==> config.mk <==
export PLATFORM = sky130hd
export DESIGN_NAME = mux_rate_query_host
export DESIGN_NICKNAME = d
export VERILOG_FILES = /design/src/rtl/mux_rate_pkg.sv /design/src/rtl/mux_rate_query_tx.sv /design/src/rtl/mux_rate_query_host.sv
export SDC_FILE = /design/constraint.sdc
export NUM_CORES = 1
export LEC_CHECK = 0
export CAP_MARGIN = 20
export CORE_ASPECT_RATIO = 1.1
export CORE_MARGIN = 10
export CORE_UTILIZATION = 55
export DETAILED_ROUTE_END_ITERATION = 16
export PLACE_DENSITY_LB_ADDON = 0.1
export SLEW_MARGIN = 20
export SYNTH_ARGS = -nofsm -noshare
export SYNTH_HDL_FRONTEND = slang
export SYNTH_SLANG_ARGS = --single-unit
==> constraint.sdc <==
create_clock -name clk -period 5.4 [get_ports clk]
set_clock_uncertainty 0.05 [all_clocks]
set_input_delay 1.08 -clock clk [delete_from_list [all_inputs] [get_ports clk]]
set_output_delay 1.08 -clock clk [all_outputs]
set_load 0.01 [all_outputs]
==> src/rtl/mux_rate_pkg.sv <==
// Shared definitions for the mux-rate monitor link: header constants,
// frame lengths, error bit positions, FSM state encoding and the
// expected-header-byte helper.
`timescale 1ns/1ps
package mux_rate_pkg;

   localparam int unsigned CMD_W     = 48;
   localparam int unsigned QUERY_LEN = 10;
   localparam int unsigned HDR_LEN   = 8;
   localparam int unsigned ERR_W     = 3;

   localparam logic [7:0] HDR0 = 8'h04;
   localparam logic [7:0] HDR1 = 8'h0a;

   localparam int unsigned ERR_HDR = 0;  // header or echo mismatch
   localparam int unsigned ERR_LEN = 1;  // length mismatch or start>end
   localparam int unsigned ERR_TMO = 2;  // no reply within TIMEOUT

   typedef enum logic [2:0] {
      ST_IDLE,
      ST_SEND,
      ST_WAIT,
      ST_HDR,
      ST_DATA,
      ST_FIN
   } state_t;

   // Expected reply header byte idx: two fixed bytes, then the echoed command.
   function automatic logic [7:0] hdr_expect(input logic [2:0] idx,
                                             input logic [CMD_W-1:0] cmd);
      logic [CMD_W-1:0] sh;
      sh = cmd >> (8 * (7 - 32'(idx)));
      case (idx)
         3'd0:    return HDR0;
         3'd1:    return HDR1;
         default: return sh[7:0];
      endcase
   endfunction

endpackage

==> src/rtl/mux_rate_query_tx.sv <==
// Query frame serialiser. A load pulse captures the command and address
// fields and drives them out as 10 contiguous bytes, first byte in the
// cycle after load.
//   clk, rst        clock, synchronous active-high reset
//   load            capture fields and start the frame
//   cmd             6 command bytes, [47:40] sent first
//   start_addr      first word address (sent as 2 bytes, upper nibble 0)
//   end_addr        last word address (sent as 2 bytes, upper nibble 0)
//   dout, dout_en   frame byte and valid
//   last_c          final frame byte is on dout this cycle
`timescale 1ns/1ps
module mux_rate_query_tx
   import mux_rate_pkg::*;
#(
   parameter int unsigned ADDR_W = 12
) (
   input  logic              clk,
   input  logic              rst,
   input  logic              load,
   input  logic [CMD_W-1:0]  cmd,
   input  logic [ADDR_W-1:0] start_addr,
   input  logic [ADDR_W-1:0] end_addr,
   output logic [7:0]        dout,
   output logic              dout_en,
   output logic              last_c
);

   localparam int unsigned FRAME_W = QUERY_LEN * 8;
   localparam int unsigned REST_W  = FRAME_W - 8;

   logic [FRAME_W-1:0] frame;
   logic [REST_W-1:0]  rest_q;
   logic [3:0]         left_q;

   assign frame  = {cmd, 16'(start_addr), 16'(end_addr)};
   assign last_c = dout_en && (left_q == 4'd0);

   // Byte 0 goes straight to dout on load; the remaining 9 shift out behind it.
   always_ff @(posedge clk) begin
      if (rst) begin
         dout    <= '0;
         dout_en <= 1'b0;
         rest_q  <= '0;
         left_q  <= '0;
      end else if (load) begin
         dout    <= frame[FRAME_W-1 -: 8];
         rest_q  <= frame[REST_W-1:0];
         left_q  <= 4'(QUERY_LEN - 1);
         dout_en <= 1'b1;
      end else if (dout_en) begin
         if (left_q != 4'd0) begin
            dout   <= rest_q[REST_W-1 -: 8];
            rest_q <= {rest_q[REST_W-9:0], 8'h00};
            left_q <= left_q - 4'd1;
         end else begin
            dout    <= '0;
            dout_en <= 1'b0;
         end
      end
   end

endmodule

==> src/rtl/mux_rate_query_host.sv <==
// Initiator side of the mux-rate monitor link. Sends a query frame, then
// checks the reply header/echo and reassembles the payload into indexed
// 16-bit rate words.
//   clk, rst                 clock, synchronous active-high reset
//   req, req_cmd,
//   req_start, req_end       query request and its fields (sampled in IDLE)
//   busy                     transaction in progress
//   con_dout, con_dout_en    query frame bytes to the monitor
//   rate_din, rate_din_en    reply bytes from the monitor
//   word_dout, word_dout_en,
//   word_idx                 reassembled rate word and its address
//   done                     one-cycle completion pulse
//   err                      {timeout, length, header} status
`timescale 1ns/1ps
module mux_rate_query_host
   import mux_rate_pkg::*;
#(
   parameter int unsigned ADDR_W  = 12,
   parameter int unsigned TIMEOUT = 1024
) (
   input  logic              clk,
   input  logic              rst,
   input  logic              req,
   input  logic [CMD_W-1:0]  req_cmd,
   input  logic [ADDR_W-1:0] req_start,
   input  logic [ADDR_W-1:0] req_end,
   output logic              busy,
   output logic [7:0]        con_dout,
   output logic              con_dout_en,
   input  logic [7:0]        rate_din,
   input  logic              rate_din_en,
   output logic [15:0]       word_dout,
   output logic              word_dout_en,
   output logic [ADDR_W-1:0] word_idx,
   output logic              done,
   output logic [ERR_W-1:0]  err
);

   localparam int unsigned N_W      = ADDR_W + 1;
   localparam int unsigned BC_W     = ADDR_W + 2;
   localparam logic [15:0] TMO_LAST = 16'(TIMEOUT - 1);

   state_t state, state_nx;

   logic [CMD_W-1:0]  cmd_q;
   logic [ADDR_W-1:0] start_q;
   logic [ADDR_W-1:0] end_q;
   logic [15:0]       tmo_cnt;
   logic [2:0]        hdr_cnt;
   logic [BC_W-1:0]   bcnt_q;
   logic [7:0]        hi_q;
   logic [N_W-1:0]    n_words;
   logic [BC_W-1:0]   byte_total;
   logic              tx_load_c;
   logic              tx_last_c;

   logic [ERR_W-1:0]  err_d;
   logic [15:0]       word_d;
   logic              word_en_d;
   logic [ADDR_W-1:0] idx_d;

   // Payload length in bytes: two per word, end inclusive.
   assign n_words    = N_W'({1'b0, end_q}) - N_W'({1'b0, start_q}) + N_W'(1);
   assign byte_total = {n_words, 1'b0};

   mux_rate_query_tx #(.ADDR_W(ADDR_W)) u_tx (
      .clk        (clk),
      .rst        (rst),
      .load       (tx_load_c),
      .cmd        (req_cmd),
      .start_addr (req_start),
      .end_addr   (req_end),
      .dout       (con_dout),
      .dout_en    (con_dout_en),
      .last_c     (tx_last_c)
   );

   // State register.
   always_ff @(posedge clk) begin
      if (rst) state <= ST_IDLE;
      else     state <= state_nx;
   end

   // Next-state logic.
   always_comb begin
      state_nx = state;
      case (state)
         ST_IDLE: begin
            if (req) state_nx = (req_start > req_end) ? ST_FIN : ST_SEND;
         end
         ST_SEND: begin
            if (tx_last_c) state_nx = ST_WAIT;
         end
         ST_WAIT: begin
            if (rate_din_en)              state_nx = ST_HDR;
            else if (tmo_cnt == TMO_LAST) state_nx = ST_FIN;
         end
         ST_HDR: begin
            if (!rate_din_en)                     state_nx = ST_FIN;
            else if (hdr_cnt == 3'(HDR_LEN - 1)) state_nx = ST_DATA;
         end
         ST_DATA: begin
            if (!rate_din_en) state_nx = ST_FIN;
         end
         ST_FIN:  state_nx = ST_IDLE;
         default: state_nx = ST_IDLE;
      endcase
   end

   // Output and status next values; registered below.
   always_comb begin
      err_d     = err;
      word_d    = word_dout;
      word_en_d = 1'b0;
      idx_d     = word_idx;
      tx_load_c = 1'b0;
      case (state)
         ST_IDLE: begin
            if (req) begin
               err_d = '0;
               if (req_start > req_end) err_d[ERR_LEN] = 1'b1;
               else                     tx_load_c      = 1'b1;
            end
         end
         ST_WAIT: begin
            if (rate_din_en) begin
               if (rate_din != HDR0) err_d[ERR_HDR] = 1'b1;
            end else if (tmo_cnt == TMO_LAST) begin
               err_d[ERR_TMO] = 1'b1;
            end
         end
         ST_HDR: begin
            if (!rate_din_en)                              err_d[ERR_LEN] = 1'b1;
            else if (rate_din != hdr_expect(hdr_cnt, cmd_q)) err_d[ERR_HDR] = 1'b1;
         end
         ST_DATA: begin
            if (rate_din_en) begin
               if (bcnt_q < byte_total) begin
                  // Odd byte count means this is the lo half of a word.
                  if (bcnt_q[0] && !err[ERR_HDR]) begin
                     word_en_d = 1'b1;
                     word_d    = {hi_q, rate_din};
                     idx_d     = start_q + ADDR_W'(bcnt_q >> 1);
                  end
               end else begin
                  err_d[ERR_LEN] = 1'b1;
               end
            end else if (bcnt_q != byte_total) begin
               err_d[ERR_LEN] = 1'b1;
            end
         end
         default: ;
      endcase
   end

   // Registered outputs and receive-side datapath.
   always_ff @(posedge clk) begin
      if (rst) begin
         err          <= '0;
         word_dout    <= '0;
         word_dout_en <= 1'b0;
         word_idx     <= '0;
         done         <= 1'b0;
         busy         <= 1'b0;
         cmd_q        <= '0;
         start_q      <= '0;
         end_q        <= '0;
         tmo_cnt      <= '0;
         hdr_cnt      <= '0;
         bcnt_q       <= '0;
         hi_q         <= '0;
      end else begin
         err          <= err_d;
         word_dout    <= word_d;
         word_dout_en <= word_en_d;
         word_idx     <= idx_d;
         done         <= (state_nx == ST_FIN);
         busy         <= (state_nx != ST_IDLE);

         if (state == ST_IDLE && req) begin
            cmd_q   <= req_cmd;
            start_q <= req_start;
            end_q   <= req_end;
         end

         // Idle-gap counter is zero whenever WAIT is entered.
         if (state == ST_WAIT) tmo_cnt <= tmo_cnt + 16'd1;
         else                  tmo_cnt <= '0;

         // WAIT consumes header byte 0, so HDR starts at index 1.
         if (state == ST_WAIT)                   hdr_cnt <= 3'd1;
         else if (state == ST_HDR && rate_din_en) hdr_cnt <= hdr_cnt + 3'd1;

         if (state != ST_DATA) begin
            bcnt_q <= '0;
         end else if (rate_din_en && bcnt_q < byte_total) begin
            bcnt_q <= bcnt_q + BC_W'(1);
            if (!bcnt_q[0]) hi_q <= rate_din;
         end
      end
   end

endmodule

==> flow_summary.json <==
{
  "grt_pass1_wl_mm": 53.8,
  "powerDensity_nw_per_um2": 330,
  "grt-ovfl-total": 0,
  "grt_pass1_vias": 10100,
  "yosysWarnings": 0,
  "rsz0062_at_grt": "false",
  "placed_cell_area_sq_um": 13200,
  "clkSinkCount": 235,
  "nets": 1628,
  "synth_async_sr_flop_share_pct": 0,
  "die_y_microns": 174,
  "r2r_start": "start_q[5]",
  "grt-busiest-layer": "met2",
  "drc": 0,
  "min_period_ns": 4.52,
  "finalSetupViolCount": 0,
  "pin_count": 127,
  "synth_cells": 1415,
  "required_ns": 5.73,
  "grtUsageTotal_pct": 22.8,
  "tightest_slew_ns": 1.10,
  "ir_drop_v": 0.000246,
  "start_util_pct": 55.8,
  "syn2layout_area_growth_pct": 18.5,
  "power_leakage_nw": 5.23,
  "hpwl_mm": 22.6,
  "synth_edf_count": 0,
  "min-delay-start": "cmd_q[8]",
  "layout-drive-gt1-share_pct": 6.02,
  "synth_seq_area_share_pct": 39.7,
  "worst_setup_path_end_kind": "flop",
  "syn_area_sq_um": 11800,
  "htreeDepth": 1,
  "gp_congestion": 0.908,
  "ctsRootBufferMaster": "clkbuf_16",
  "fin_tns_setup_ns": 0,
  "drv_slew": 0,
  "drt_iter0_markers": 997,
  "status": "finished clean",
  "numCtsBuffers": 25,
  "min_path_type": "reg2reg",
  "met2_usage_pct": 36.9,
  "wl_mm": 33.1,
  "synth-seq-cells": 235,
  "dieWidth_microns": 160,
  "dr.pass1.iters": 5,
  "yosys_most_used_dff": "dfxtp_1",
  "port_buffers": 126,
  "synth_cell_types": 65,
  "avgRoutedWirePerCell_microns": 18.6,
  "via_per_inst": 5.92,
  "drtAntennaViolNets": 0,
  "arrival_ns": 4.84,
  "cts_resized": 0,
  "coreArea_sq_um": 21200,
  "use_met1_pct": 31.2,
  "cts_buffer_depth": 3,
  "cts_tree": "yes",
  "antenna_found_initial": 0,
  "vias": 10600,
  "synth_nets": 1567,
  "cts_hold_buf": 0,
  "max_freq_mhz": 221,
  "startpoint": "start_q[5]",
  "relSlewSlack_pct": 26.4,
  "post_cts_buffers": 0,
  "clk_latency_ns": 0.52,
  "syn_avg_cell_area_sq_um": 8.36,
  "placementRows": 56,
  "met3_usage_pct": 3.28,
  "clk_pin_slew_ns": 0.07,
  "hold_viol": 0,
  "grt_max_degree": 107,
  "p_total_w": 0.00462,
  "drv_cap": 0,
  "cp-start-kind": "flop",
  "path_max_fanout": 25,
  "antenna_cells": 0,
  "finalCritPeriodShare_pct": 83.7,
  "fin_area_sq_um": 14000,
  "crit_type": "reg2reg",
  "dieArea_sq_um": 27800
}
synthesized netlist by cell type, types with 3 or more instances:
cell type / number / share of area [%]
o22ai_1: 7 / 0.37
mux2_2: 5 / 0.48
a22o_1: 3 / 0.22
or2_2: 6 / 0.32
a311oi_1: 51 / 3.8
mux4_2: 3 / 0.57
dfxtp_1: 235 / 40
nor2_1: 79 / 2.5
nand2b_1: 9 / 0.48
a31oi_1: 10 / 0.53
a211oi_1: 74 / 4.7
ha_1: 66 / 7.0
xnor2_1: 25 / 1.8
mux2i_1: 57 / 4.8
nand3_1: 13 / 0.55
a21o_1: 9 / 0.57
o31a_1: 5 / 0.37
xor2_1: 13 / 0.96
or3_1: 14 / 0.74
o21ai_0: 34 / 1.4
nand4_1: 9 / 0.48
o211ai_1: 6 / 0.38
and2_1: 3 / 0.16
a21oi_1: 125 / 5.3
nor2b_1: 16 / 0.85
nand2_1: 280 / 8.9
and3_1: 9 / 0.48
nor4_1: 7 / 0.37
and4_1: 3 / 0.22
o31ai_1: 4 / 0.25
o21a_1: 9 / 0.57
inv_1: 46 / 1.5
clkbuf_1: 78 / 2.5
buf_2: 24 / 1.0
nor3_1: 30 / 1.3
nand4b_1: 9 / 0.67
power breakdown:
part	total [W]	switching (W)	internal, W
sequential	0.00196	0.0000925	0.00187
combinational	0.000894	0.000525	0.000368
clock	0.00177	0.000735	0.00103
layout make-up:
type	instances	area, sq um
clock buffers	31	708
clock inverters	15	146
fillers	1815	7200
inverters	47	176
multi-input cells	1029	6560
flip-flops and latches	235	4700
well taps	290	363
repair buffers	138	1370
flip-flops by register name, summed over array words and instances (netlist names), 8 cells and up:
| register | flops |
|---|---|
| end_q | 12 |
| hi_q | 8 |
| u_tx.dout | 8 |
| start_q | 12 |
| tmo_cnt | 16 |
| cmd_q | 48 |
| u_tx.rest_q | 72 |
| word_idx | 12 |
| word_dout | 16 |
| bcnt_q | 14 |
final timing paths:
check,endpoint,slack (ns),cells after the start
setup / recovery,word_dout[13],0.88,16
hold / removal,cmd_q[8],0.40,2
setup reg to reg,word_dout[13],0.88,16
hold reg to reg,cmd_q[8],0.40,2
kinds of logic (layout without fill, tap and decap cells):
| logic type | after synthesis | after routing | synth area share [%] |
|---|---|---|---|
| AOI/OAI and AO/OA | 355 | 355 | 19.9 |
| adders and majority gates | 68 | 68 | 7.32 |
| and+or+nand+nor | 503 | 503 | 19.3 |
| xor gates and xnor gates | 38 | 38 | 2.81 |
| muxes | 65 | 65 | 5.87 |
| DFF | 235 | 235 | 39.7 |
| buffers and inverters | 151 | 231 | 5.04 |
critical path, cell delays in order, from the launching register on:
cell and delay, ns:
dfxtp_1 0.36, inv_1 0.06, ha_1 0.29, ha_1 0.36, o21a_1 0.20, o21a_1 0.19, a2111oi_0 0.53, nor2_1 0.13
xnor2_1 0.21, ha_1 0.28, a21o_1 0.16, a21o_1 0.20, a211oi_4 0.43, nand4_2 0.38, buf_12 0.31, mux2i_1 0.19
nor2_1 0.06
per-stage QoR:
stage / util, % / setup slack [ns] / std cells / hold slack, ns
floorplan: - / 1.42 / 1415 / 0.368
global placement: 62.0 / 1.01 / 1739 / 0.383
detailed placement: 62.0 / 0.922 / 1739 / 0.396
CTS: 66.1 / 0.881 / 1785 / 0.404
global route: 66.1 / 0.361 / 1785 / 0.421
finish: 66.1 / 0.880 / 1785 / 0.403
layer usage:
layer | wire length [microns] | part of all wire [%]
met5 | 0 | 0
met1 | 15000 | 45
met3 | 1800 | 5.4
met4 | 841 | 2.5
met2 | 15500 | 47
cells in the final DEF (no fill, tap or decap), types with 10 or more instances in the layout:
master,n
nand2_1,279
dfxtp_1,235
a21oi_1,125
clkdlybuf4s50_1,125
nor2_1,78
a211oi_1,74
ha_1,66
mux2i_1,57
a311oi_1,51
inv_1,46
o21ai_0,34
nor3_1,30
xnor2_1,25
clkbuf_16,25
nor2b_1,16
xor2_1,13
or3_1,13
nand3_1,13
buf_4,11
a31oi_1,10
Power figures use the tool's default switching activity.
